### config.mk
export PLATFORM = sky130hd
export DESIGN_NAME = uart_rx
export DESIGN_NICKNAME = d
export VERILOG_FILES = /design/src/rtl/uart_pkg.sv /design/src/rtl/uart_baud_tick.sv /design/src/rtl/uart_rx.sv
export SDC_FILE = /design/constraint.sdc
export NUM_CORES = 1
export LEC_CHECK = 0
export CAP_MARGIN = 40
export CORE_MARGIN = 10
export CORE_UTILIZATION = 52
export DETAILED_ROUTE_END_ITERATION = 16
export PLACE_DENSITY = 0.75
export SLEW_MARGIN = 0
export SYNTH_ARGS = -nofsm -noshare
export SYNTH_HDL_FRONTEND = slang
export SYNTH_SLANG_ARGS = --single-unit
### constraint.sdc
create_clock -name clk -period 1.7 [get_ports clk]
set_input_delay 0.34 -clock clk [delete_from_list [all_inputs] [get_ports clk]]
set_output_delay 0.34 -clock clk [all_outputs]
set_load 0.05 [all_outputs]
### src/rtl/uart_pkg.sv
// Shared types and constants for the UART receiver: FSM states, parity modes
// and the three mid-bit sample positions used by the majority vote.
package uart_pkg;

    typedef enum logic [2:0] {
        ST_IDLE,
        ST_START,
        ST_DATA,
        ST_PARITY,
        ST_STOP
    } state_t;

    typedef enum logic [1:0] {
        PAR_NONE = 2'd0,
        PAR_EVEN = 2'd1,
        PAR_ODD  = 2'd2
    } parity_t;

    // The vote window straddles the bit centre by one tick on either side.
    localparam int VOTE_BEFORE = 1;
    localparam int VOTE_AFTER  = 1;

    function automatic int vote_first(input int ovs);
        return ovs / 2 - VOTE_BEFORE;
    endfunction

    function automatic int vote_mid(input int ovs);
        return ovs / 2;
    endfunction

    function automatic int vote_last(input int ovs);
        return ovs / 2 + VOTE_AFTER;
    endfunction

    function automatic logic majority3(input logic a, input logic b, input logic c);
        return (a & b) | (a & c) | (b & c);
    endfunction

endpackage

### src/rtl/uart_baud_tick.sv
// Free-running divider that produces a one-cycle sample tick every DIV clocks.
module uart_baud_tick #(
    parameter int DIV = 27
) (
    input  logic clk,
    input  logic rst_n,
    output logic tick
);

    localparam int CW = (DIV > 1) ? $clog2(DIV) : 1;
    localparam logic [CW-1:0] LAST = CW'(DIV - 1);

    logic [CW-1:0] cnt;

    always_ff @(posedge clk or negedge rst_n) begin
        if (!rst_n) begin
            cnt <= '0;
        end else if (cnt == LAST) begin
            cnt <= '0;
        end else begin
            cnt <= cnt + 1'b1;
        end
    end

    assign tick = (cnt == LAST);

endmodule

### src/rtl/uart_rx.sv
// Oversampling UART receiver with majority-vote bit sampling, optional parity,
// 1 or 2 stop bits and a valid/ready output register with overrun detection.
module uart_rx
    import uart_pkg::*;
#(
    parameter int DATA_BITS = 8,
    parameter int PARITY    = 0,
    parameter int STOP_BITS = 1,
    parameter int OVS       = 16,
    parameter int DIV       = 27
) (
    input  logic                 clk,
    input  logic                 rst_n,
    input  logic                 rx,
    output logic [DATA_BITS-1:0] data,
    output logic                 valid,
    input  logic                 ready,
    output logic                 parity_err,
    output logic                 frame_err,
    output logic                 overrun,
    output logic                 busy
);

    localparam int SCW = $clog2(OVS);
    localparam logic [SCW-1:0] S_FIRST = SCW'(vote_first(OVS));
    localparam logic [SCW-1:0] S_MID   = SCW'(vote_mid(OVS));
    localparam logic [SCW-1:0] S_LAST  = SCW'(vote_last(OVS));
    localparam logic [SCW-1:0] S_END   = SCW'(OVS - 1);
    localparam logic [3:0] LAST_DATA = 4'(DATA_BITS - 1);
    localparam logic [3:0] LAST_STOP = 4'(STOP_BITS - 1);
    localparam parity_t PMODE = parity_t'(2'(PARITY));

    logic                 rx_meta;
    logic                 rx_sync;
    logic                 tick;
    state_t               state;
    logic [SCW-1:0]       sample_cnt;
    logic [3:0]           bit_cnt;
    logic                 vote0;
    logic                 vote1;
    logic                 vote;
    logic [DATA_BITS-1:0] shift_reg;
    logic                 par_acc;
    logic                 par_err_r;
    logic                 frame_err_r;
    logic                 armed;
    logic                 frame_done;

    uart_baud_tick #(.DIV(DIV)) u_tick (
        .clk  (clk),
        .rst_n(rst_n),
        .tick (tick)
    );

    always_ff @(posedge clk or negedge rst_n) begin
        if (!rst_n) begin
            rx_meta <= 1'b1;
            rx_sync <= 1'b1;
        end else begin
            rx_meta <= rx;
            rx_sync <= rx_meta;
        end
    end

    assign vote       = majority3(vote0, vote1, rx_sync);
    assign frame_done = tick && (state == ST_STOP) && (sample_cnt == S_LAST)
                        && (bit_cnt == LAST_STOP);

    // sample_cnt holds the index of the tick being processed; the start-detect
    // tick is index 0, so the first tick seen in START is index 1.
    always_ff @(posedge clk or negedge rst_n) begin
        if (!rst_n) begin
            state       <= ST_IDLE;
            busy        <= 1'b0;
            sample_cnt  <= '0;
            bit_cnt     <= '0;
            vote0       <= 1'b0;
            vote1       <= 1'b0;
            shift_reg   <= '0;
            par_acc     <= 1'b0;
            par_err_r   <= 1'b0;
            frame_err_r <= 1'b0;
            armed       <= 1'b1;
        end else if (tick) begin
            if (state == ST_IDLE) begin
                if (rx_sync) begin
                    armed <= 1'b1;
                end else if (armed) begin
                    state       <= ST_START;
                    busy        <= 1'b1;
                    sample_cnt  <= SCW'(1);
                    bit_cnt     <= '0;
                    par_acc     <= 1'b0;
                    par_err_r   <= 1'b0;
                    frame_err_r <= 1'b0;
                end
            end else begin
                sample_cnt <= (sample_cnt == S_END) ? '0 : sample_cnt + 1'b1;
                if (sample_cnt == S_FIRST) vote0 <= rx_sync;
                if (sample_cnt == S_MID)   vote1 <= rx_sync;
                case (state)
                    ST_START: begin
                        if (sample_cnt == S_LAST && vote) begin
                            state <= ST_IDLE;
                            busy  <= 1'b0;
                        end else if (sample_cnt == S_END) begin
                            state <= ST_DATA;
                        end
                    end
                    ST_DATA: begin
                        if (sample_cnt == S_LAST) begin
                            shift_reg <= {vote, shift_reg[DATA_BITS-1:1]};
                            par_acc   <= par_acc ^ vote;
                        end
                        if (sample_cnt == S_END) begin
                            if (bit_cnt == LAST_DATA) begin
                                bit_cnt <= '0;
                                state   <= (PMODE == PAR_NONE) ? ST_STOP : ST_PARITY;
                            end else begin
                                bit_cnt <= bit_cnt + 1'b1;
                            end
                        end
                    end
                    ST_PARITY: begin
                        if (sample_cnt == S_LAST) begin
                            par_err_r <= (PMODE == PAR_ODD) ? ~(par_acc ^ vote)
                                                            : (par_acc ^ vote);
                        end
                        if (sample_cnt == S_END) state <= ST_STOP;
                    end
                    ST_STOP: begin
                        // Leave at mid-bit of the last stop bit so a following start edge is caught.
                        if (sample_cnt == S_LAST) begin
                            if (!vote) begin
                                frame_err_r <= 1'b1;
                                armed       <= 1'b0;
                            end
                            if (bit_cnt == LAST_STOP) begin
                                state <= ST_IDLE;
                                busy  <= 1'b0;
                            end
                        end
                        if (sample_cnt == S_END) bit_cnt <= bit_cnt + 1'b1;
                    end
                    default: begin
                        state <= ST_IDLE;
                        busy  <= 1'b0;
                    end
                endcase
            end
        end
    end

    // A held, unacknowledged word wins over a newly completed frame.
    always_ff @(posedge clk or negedge rst_n) begin
        if (!rst_n) begin
            data       <= '0;
            valid      <= 1'b0;
            parity_err <= 1'b0;
            frame_err  <= 1'b0;
            overrun    <= 1'b0;
        end else begin
            overrun <= 1'b0;
            if (frame_done) begin
                if (valid && !ready) begin
                    overrun <= 1'b1;
                end else begin
                    data       <= shift_reg;
                    parity_err <= par_err_r;
                    frame_err  <= frame_err_r | ~vote;
                    valid      <= 1'b1;
                end
            end else if (valid && ready) begin
                valid <= 1'b0;
            end
        end
    end

endmodule

=== Word level (Yosys, flattened, before mapping) ===
Cells that the tools add are included.

* Div/mod/pow operators: 0
* Reduce and logical (&&, ||, !) cells: 29
* Multiplexer cells: 51
* $mul: 0
* Shift operators: 0
* Equal/unequal tests: 24
* $add $sub $neg: 3
* Order comparisons: 0
* Bitwise gates (word level): 10

{| class="wikitable"
|+ Operators with widths
! kind !! number
|-
| 2-to-1 mux 4 bit || 10
|-
| 2-to-1 mux 3 bit || 10
|-
| 2-to-1 mux 1 bit || 27
|-
| AND reduction 5 bit || 3
|-
| == test 4 bit (second input constant) || 3
|-
| inequality test 3 bit (second input constant) || 4
|-
| one-hot mux 3 bit (4 select lines) || 1
|-
| AND reduction 6 bit || 2
|-
| nonzero test 2 bit || 5
|-
| inequality test 3 x 1 -> 1 bit (second input constant) || 3
|-
| AND reduction 3 bit || 3
|-
| AND reduction 9 bit || 1
|-
| adder 4 x 1 -> 4 bit (second input constant) || 2
|-
| == test 4 x 3 -> 1 bit (second input constant) || 2
|-
| inequality test 2 bit (second input constant) || 4
|-
| one-hot mux 4 bit (2 select lines) || 1
|-
| AND reduction 7 bit || 1
|-
| == test 3 x 2 -> 1 bit (second input constant) || 2
|-
| logical AND 1 bit || 6
|-
| adder 5 x 1 -> 5 bit (second input constant) || 1
|-
| == test 5 bit (second input constant) || 1
|-
| 2-to-1 mux 5 bit || 1
|-
| zero test 4 bit || 1
|-
| inequality test 2 x 1 -> 1 bit (second input constant) || 2
|-
| 14 further kinds || 21
|}

* Flip-flop bits (word level): 45
* Memories kept: 0
* ROM bits: 0
* Memory bits (writable): 0
* Word-level logic and storage cells: 136
* Output and inout bits: 13
* Bits in latches: 0

=== Longest topological paths before layout ===
Gate-level depths: netlist of run 1.

* Depth after elaboration: 7
* Mapped depth: 8

=== Modules after synthesis ===
From an unflattened synthesis of run 1, not the netlist that was laid out.

* Cell total of the unflattened synthesis: 192
* Area, all modules: 2268.4 um^2

{| class="wikitable"
|+ Modules (own cells, without submodules)
! module !! sequential area each (um^2) !! area an instance (um^2) !! times used !! cells an instance
|-
| uart_rx || 1004.7 || 2001.9 || 1 || 168
|-
| uart_baud_tick || 125.1 || 266.5 || 1 || 24
|}

=== Worst setup path before layout of run 1 ===
OpenSTA, ideal clock, no wires.

* Path kind: register -> register
* Start point: reg u_tick.cnt[0]
* End point: reg data[0]
* Arrival: 1.677 ns
* Cell stages (with the launch flop): 8
* Path slack: -0.102 ns
* Buffers on the path: 1
* Path through: dfrtp_1 -> inv_1 -> ha_1 -> nand4b_4 -> nor3_2 -> and4_4 -> buf_12 -> mux2_4

* Longest elaborated chain between the ends: 5

{| class="wikitable"
|+ RTL lines
! element !! line !! RTL
|-
| start, declared || uart_baud_tick.sv:13 || <nowiki>logic [CW-1:0] cnt;</nowiki>
|-
| start signal, assigned || uart_baud_tick.sv:21 || <nowiki>cnt <= cnt + 1'b1;</nowiki>
|-
| == test 5 bit || uart_baud_tick.sv:25 || <nowiki>assign tick = (cnt == LAST);</nowiki>
|-
| logical AND 1 bit (2 in a row) || uart_rx.sv:66 || <nowiki>assign frame_done = tick && (state == ST_STOP) && (sample_cnt == S_LAST)</nowiki>
|-
| logical AND 1 bit || uart_rx.sv:67 || <nowiki>&& (bit_cnt == LAST_STOP);</nowiki>
|-
| AND reduction 2 bit (no line) || -- ||
|-
| end signal, assigned || uart_rx.sv:168 || <nowiki>data <= shift_reg;</nowiki>
|-
| end, declared || uart_rx.sv:15 || <nowiki>output logic [DATA_BITS-1:0] data,</nowiki>
|}

No other way between the ends.
A chain may end at the register's enable or synchronous reset.

=== Final worst setup path of run 1 ===
* Start point: reg state[2]
* End point: reg bit_cnt[3]

* Longest elaborated chain between the ends: 3
* Elaborated cells between the ends (all ways): 11

{| class="wikitable"
|+ RTL lines
! element !! line !! RTL
|-
| start, declared || uart_rx.sv:36 || <nowiki>state_t state;</nowiki>
|-
| start signal, assigned || uart_rx.sv:118 || <nowiki>state <= (PMODE == PAR_NONE) ? ST_STOP : ST_PARITY;</nowiki>
|-
| == test 3 bit, or another cell as far along || uart_rx.sv:101 || <nowiki>case (state)</nowiki>
|-
| inequality test 3 x 1 -> 1 bit (no line), or another cell as far along || -- ||
|-
| AND reduction 6 bit (no line) / 2-to-1 mux 4 bit (equally long branches) || -- ||
|-
| end signal, assigned || uart_rx.sv:120 || <nowiki>bit_cnt <= bit_cnt + 1'b1;</nowiki>
|-
| end signal, assigned || uart_rx.sv:143 || <nowiki>if (sample_cnt == S_END) bit_cnt <= bit_cnt + 1'b1;</nowiki>
|-
| end, declared || uart_rx.sv:38 || <nowiki>logic [3:0] bit_cnt;</nowiki>
|}

Several ways; a longest one is shown, not always the timed one.

==> impl_results.md, run 1 <==
* Outcome: finished with violations
* Failing checks: negative setup slack
* Placed cell count at 273
* Htree depth at 2
* Tmin final at 1.76 ns
* Leakage power at 1.33 nW
* Maxcap violations at 0
* Fillers at 255
* Tightest Pin Transition at 0.569 ns
* Crit-path cells: or3_4 -> o211a_1 -> o41ai_2 -> o21ai_1
* CTS max path bufs at 2
* Initial cell density of the core at 0.553
* Synthesized area at 0.00227 sq mm
* Nets at 251
* Reg2Reg Depth at 4
* Post-synth top area cell: dfrtp_1
* Critical Path Fanout Max at 8
* CP arrival at 1.93 ns
* Reg area at 0.00113 sq mm
* Final instance area at 0.00297 sq mm
* Synthesized netlist cell count at 189
* Tightest Hold Check Type: input pin to asynchronous set/reset pin
* Largest net degree at the start of global routing at 46
* Primary FF master, synth: dfrtp_1
* Num CTS Buffers at 5
* Req. time, crit path at 1.87 ns
* Clock tree from TritonCTS: done
* Die ar. at 0.00742 sq mm
* Hpwl dp at 3420 um
* Finished Layout Cells at 291
* Rows at 23
* Synth Area in Compound Gates at 0.119
* Routed via count at 1767
* Die width at 86.1 um
* Skew final at 0.0105 ns
* Area Overhead vs Synth at 30.7%
* Simple-Gate Fraction of Synth Area at 0.152
* Crit path kind: register to register
* Peak supply drop at 0.394 mV
* Detailed Routing Iterations Pass 1 at 4
* Post-layout util at 0.722
* Critical-path top delay cell: dfrtp_2
* Setup ws final at -0.0615 ns
* # clock sinks at 45
* Syn Nets at 200
* Fin. Hold Viols at 0
* Post-synthesis async set-or-reset flop share at 1.00
* Antenna Cells at 0
* # setup viols final at 13
* Share of Yosys cell area claimed by the top area cell type at 0.462
* Grt total ovfl at 0
* Antenna Violating Nets Remaining at 0
* Crit start category: register
* Final Power at 2.10 mW
* Clock Latency Late Sink at 0.31 ns
* PwrDens at 708 mW/mm^2
* Via/cell ratio at 6.07
* Global-route usage over all layers at 0.141
* Post-synth EDFFs at 0
* Crit path max-delay family: compound AO/OA/AOI/OAI gates
* Pre-CTS setup slack at -0.0778 ns
* Largest family of logic cells by synthesized area: simple AND/OR/NAND/NOR gates
* Register area share after synthesis at 0.497
* Area occupied by multi-input gates at 0.00122 sq mm
* Most common cell in the netlist: dfrtp_1
* Synth Area in XOR/XNOR at 0.0116
* Routability cong. at 0.869
* Root Driver: clkbuf_8
* Main area contributors after synthesis: dfrtp_1 (46%), mux2_4 (7.3%), mux2_2 (5.4%)
* Distinct cell type count after synthesis at 53
* Worst Path Buf+Inv at 0
* Critical path depth at 4
* Ports at 17
* Adder-cell share of the synthesized area at 0.0429
* Final wirelength at 5470 um
* Crit-path max cell delay at 0.48 ns
* Synthesis-stage register bit count at 45
* First-pass GRT wire length at 8480 um
* Avg Cell Area, Syn at 12.0 sq um
* Synth warnings at 0
* Relative slew slack at 0.621
* 1st-iter DRT viols at 175
* Worst setup EP type: register
* Routed len/inst at 18.8 um
* Layout cells sized above 1 at 0.473
* DP Area at 0.00260 sq mm
* DR DRC count at 0
* Mux cell area share after synthesis at 0.141
* Final period util at 1.04
* Register clock-pin slew on the reported worst setup and hold paths at 0.09 ns
* Antenna violations before repair at 0
* Die H at 86.1 um
* Max-slew violations at 0
* Top post-synthesis cells by count: dfrtp_1 (42), mux2_2 (11), mux2_4 (11), nand2_1 (11), nor2_1 (11)
* CORE AREA at 0.00412 sq mm
* Number of global-route vias before repair at 1700
* IO buf count at 16
* RSZ-0062 raised after global routing: true
* Max frequency at 0.568 GHz
-- repair_timing --
action	CTS	global route
endpoints found under the hold margin	0	0
cloned	1	0
hold buffers	0	0
pin swaps	4	6
setup endpoints to repair	21	31
buffers inserted	2	7
resized for setup	9	29
-- metal layers --
metal | part of all wire | wire length [um] | global-route usage
met5 | 0 | 0 | 0
met4 | 0.020 | 110 | 0.0404
met3 | 0.066 | 362 | 0.0454
met2 | 0.49 | 2670 | 0.228
met1 | 0.43 | 2320 | 0.175
-- power breakdown --
group          switching [mW]  internal, mW  leakage, nW  total [mW]
combinational          0.0292        0.0139        0.662      0.0431
clock                   0.393         0.592       0.0687       0.984
sequential            0.00295          1.07        0.600        1.08
-- cell type report --
cell class                 instances  area share
inverter                           7     0.00884
timing repair buffer              50       0.131
multi-input combinational        131       0.412
sequential                        45       0.381
clock inverter                     3      0.0231
tap                               50      0.0210
clock buffer                       5      0.0231
-- cells by family after synthesis --
logic type | count (synthesis)
flip-flops | 45
multiplexers | 25
buffers and inverters | 14
AND/OR/NAND/NOR | 57
AO/OA/AOI/OAI | 37
XOR/XNOR | 3
adder cells (fa/ha/maj) | 8
-- stage by stage --
step,hold WS [ns],setup TNS (ns)
final,0.101,-0.562
after floorplan,0.0444,-0.846
after global routing,0.132,-1.74
after CTS,0.122,-0.497
after detailed placement,0.349,-0.909
after global placement,0.350,-0.422
-- placed cells by master (no fill, tap or decap), drive strengths merged, types with 3 or more instances in the layout --
cell,instances
clkbuf,5
mux2,23
dfrtp,42
a22o,3
nand2,11
dfstp,3
ha,7
a21oi,4
nand3,10
o31ai,3
inv,8
and4,3
nand2b,4
nor2,12
o21ai,14
nor3,3
buf,48
-- path summary, 6_finish.rpt --
kind	end	slack [ns]	startpoint
worst max-delay path	bit_cnt[3]$_DFFE_PN0P_	-0.06	state[2]$_DFFE_PN0P_
worst min-delay path	data[3]$_DFFE_PN0P_	0.10	rst_n
worst max register to register	bit_cnt[3]$_DFFE_PN0P_	-0.06	state[2]$_DFFE_PN0P_
worst min register to register	rx_sync$_DFF_PN1_	0.36	rx_meta$_DFF_PN1_
max in group asynchronous	state[0]$_DFFE_PN0P_	1.17	rst_n
min in group clk	rx_sync$_DFF_PN1_	0.36	rx_meta$_DFF_PN1_
Note: power is estimated with default switching activity, not from simulation.
==> run 2, diff against run 1 <==
--- a/config.mk
+++ b/config.mk
@@ -9,6 +9,7 @@
 export CORE_MARGIN = 10
 export CORE_UTILIZATION = 52
 export DETAILED_ROUTE_END_ITERATION = 16
+export GPL_TIMING_DRIVEN = 1
 export PLACE_DENSITY = 0.75
 export SLEW_MARGIN = 0
 export SYNTH_ARGS = -nofsm -noshare
==> results of run 2 <==
The final DEF is identical to that of run 1; final timing and power are the same.
==> run 3, diff against run 2 <==
--- a/config.mk
+++ b/config.mk
@@ -9,7 +9,7 @@
 export CORE_MARGIN = 10
 export CORE_UTILIZATION = 52
 export DETAILED_ROUTE_END_ITERATION = 16
-export GPL_TIMING_DRIVEN = 1
+export GPL_TIMING_DRIVEN = 0
 export PLACE_DENSITY = 0.75
 export SLEW_MARGIN = 0
 export SYNTH_ARGS = -nofsm -noshare
==> run 3 against run 2 <==
  * The run still ends with negative setup slack left
  * Count of clock-buffer cells in the layout stayed put
  * Power is 0.21% lower
  * Fmax is 1.1% lower
  * Combinational power is 6.5% higher
  * Flip-flop and latch count stayed put
  * Critical path depth is 2 higher
  * Clock skew is 0.0022 ns lower
  * Setup slack worse by 0.019 ns
  * Die area stayed put
  * Critical endpoint is now state[1]$_DFFE_PN0P_
==> impl_results.md, run 3 (synthesized netlist as in run 1, its figures left out) <==
* Worst setup EP type: register
* Nets at 239 (-4.8%)
* Crit start category: register
* Placed cell count at 256 (-6.2%)
* Crit-path max cell delay at 0.46 ns (-0.02 ns)
* Critical Path Fanout Max at 7 (-1)
* PwrDens at 713 mW/mm^2 (+0.67%)
* Rows at 23 (unchanged)
* Ports at 17 (unchanged)
* Int Pwr at 1.68 mW (+0.15%)
* Maxcap violations at 0 (unchanged)
* Hold Path End: rx_sync$_DFF_PN1_
* Max-slew violations at 0 (unchanged)
* Routed via count at 1694 (-4.1%)
* Final period util at 1.05 (+0.0110)
* Tightest Pin Transition at 0.508 ns (-0.0615 ns)
* RSZ-0062 raised after global routing: true
* Clock tree from TritonCTS: done
* CTS max path bufs at 2 (unchanged)
* CORE AREA at 0.00412 sq mm (unchanged)
* # clock sinks at 45 (unchanged)
* Antenna Cells at 0 (unchanged)
* Die H at 86.1 um (unchanged)
* Seq pwr share at 0.513 (about the same)
* First-pass GRT wire length at 8270 um (-2.4%)
* Switching portion of total power at 0.199 (-0.00292)
* Setup ws final at -0.0803 ns (-0.0188 ns)
* Global-route usage over all layers at 0.135 (-0.00565)
* Tightest Hold Check Type: register to register
* Max frequency at 0.562 GHz (-1.1%)
* Register clock-pin slew on the reported worst setup and hold paths at 0.09 ns (about the same)
* Initial cell density of the core at 0.553 (unchanged)
* 1st-iter DRT viols at 157 (-10%)
* Antenna Violating Nets Remaining at 0 (unchanged)
* Fillers at 275 (+7.8%)
* Failing checks: negative setup slack
* Routed len/inst at 18.2 um (-3.0%)
* Worst Path Buf+Inv at 1 (+1)
* Crit path kind: register to register
* IO buf count at 16 (unchanged)
* Fin. Hold Viols at 0 (unchanged)
* Routability cong. at 0.821 (-5.5%)
* Req. time, crit path at 1.90 ns (+0.03 ns)
* Post-layout util at 0.716 (-0.00639)
* Final wirelength at 5080 um (-7.0%)
* Clock power share at 0.465 (-0.003)
* Most common cell after layout, fill and taps aside: dfrtp_1
* Htree depth at 2 (unchanged)
* CP arrival at 1.98 ns (+0.05 ns)
* Antenna violations before repair at 0 (unchanged)
* RR Endpoint: state[1]$_DFFE_PN0P_
* Switching power total at 0.418 mW (-1.7%)
* Grt total ovfl at 0 (unchanged)
* Die width at 86.1 um (unchanged)
* Die ar. at 0.00742 sq mm (unchanged)
* Peak supply drop at 0.579 mV (+47%)
* Pre-CTS setup slack at -0.276 ns (-0.198 ns)
* Outcome: finished with violations
* # setup viols final at 23 (+10)
* Largest net degree at the start of global routing at 33 (-28%)
* Tmin final at 1.78 ns (+0.0188 ns)
* Reg2Reg Depth at 6 (+2)
* Via/cell ratio at 6.07 (about the same)
* Number of global-route vias before repair at 1718 (+1.1%)
* Worst r2r src: sample_cnt[0]$_DFFE_PN0P_
* Setup Total Neg Slack at -0.576 ns (-0.0141 ns)
* Leakage power at 1.36 nW (+1.8%)
* Hpwl dp at 3200 um (-6.4%)
* Final Power at 2.10 mW (-0.21%)
* HP Start: rx_meta$_DFF_PN1_
* Detailed Routing Iterations Pass 1 at 4 (unchanged)
* Root Driver: clkbuf_8
* Highest-count cells in the layout ignoring fill and taps: dfrtp_1 (39), mux2_4 (21), buf_4 (14), dlygate4sd2_1 (13), nand2_1 (10)
* Layout cells sized above 1 at 0.384 (-0.0887)
* Relative slew slack at 0.661 (+0.0399)
* Hold path depth at 0
* Critical-path top delay cell: dfrtp_2
* Register-to-register setup slack at -0.08 ns (-0.02 ns)
* Crit path max-delay family: compound AO/OA/AOI/OAI gates
* Num CTS Buffers at 5 (unchanged)
* Finished Layout Cells at 279 (-4.1%)
* Crit-path cells: ha_4 -> and3b_1 -> buf_6 -> a2111oi_4 -> nor2_2 -> a22o_1
* Area Overhead vs Synth at 29.5%
* Clock Latency Late Sink at 0.31 ns (about the same)
* Skew final at 0.00823 ns (-0.00222 ns)
* Logic pwr share at 0.022 (+0.002)
* DR DRC count at 0 (unchanged)
run 3: power by group through the flow:
stage,Clock (mW),Sequential [mW],Combinational (mW)
3_3_place_gp,0,1.10,0.0379
4_1_cts,0.984,1.08,0.0469
2_1_floorplan,0,1.10,0.00951
3_5_place_dp,0,1.10,0.0436
6_report,0.977,1.08,0.0459
5_1_grt,1.04,1.08,0.0518
run 3: final cells by class:
cell class | instances | area, sq um | area share
Inverter | 7 | 26.3 | 0.00892
Multi-Input combinational cell | 130 | 1230 | 0.419
Clock inverter | 3 | 68.8 | 0.0234
Sequential cell | 45 | 1130 | 0.385
Clock buffer | 5 | 68.8 | 0.0234
Timing Repair Buffer | 32 | 282 | 0.0955
Tap cell | 50 | 62.6 | 0.0212
Buffer | 7 | 70.1 | 0.0238
run 3: layer usage:
metal | vias up | wire length (um) | track usage
met5 | - | 0 | 0
met4 | 0 | 78 | 0.0524
met3 | 10 | 332 | 0.0454
met2 | 68 | 2520 | 0.224
met1 | 846 | 2150 | 0.157
li1 | 770 | - | -
run 3: metrics by stage:
step / area [sq um] / hold slack, ns
floorplan: 2280 / 0.0444
global placement: 2510 / 0.348
detailed placement: 2520 / 0.259
CTS: 2810 / 0.359
global route: 2950 / 0.364
finish: 2950 / 0.358
run 3: repair_timing:
action,4_1_cts,5_1_grt
setup endpoints to repair,47,36
setup buffers,9,5
pin swaps,3,5
hold buffers,1,0
hold endpoints to repair,13,0
resized for setup,36,27
run 3: worst max path at each step:
stage / from / endpoint / slack, ns / cells past startpoint
2_1_floorplan: u_tick.cnt[0]$_DFF_PN0_ / data[0]$_DFFE_PN0P_ / -0.08 / 7
3_3_place_gp: rst_n / sample_cnt[1]$_DFFE_PN0P_ / -0.81 / 1
3_5_place_dp: u_tick.cnt[0]$_DFF_PN0_ / parity_err$_DFFE_PN0P_ / -0.28 / 7
4_1_cts: u_tick.cnt[0]$_DFF_PN0_ / parity_err$_DFFE_PN0P_ / -0.14 / 7
5_1_grt: u_tick.cnt[0]$_DFF_PN0_ / parity_err$_DFFE_PN0P_ / -0.13 / 7
6_report: sample_cnt[0]$_DFFE_PN0P_ / state[1]$_DFFE_PN0P_ / -0.08 / 6
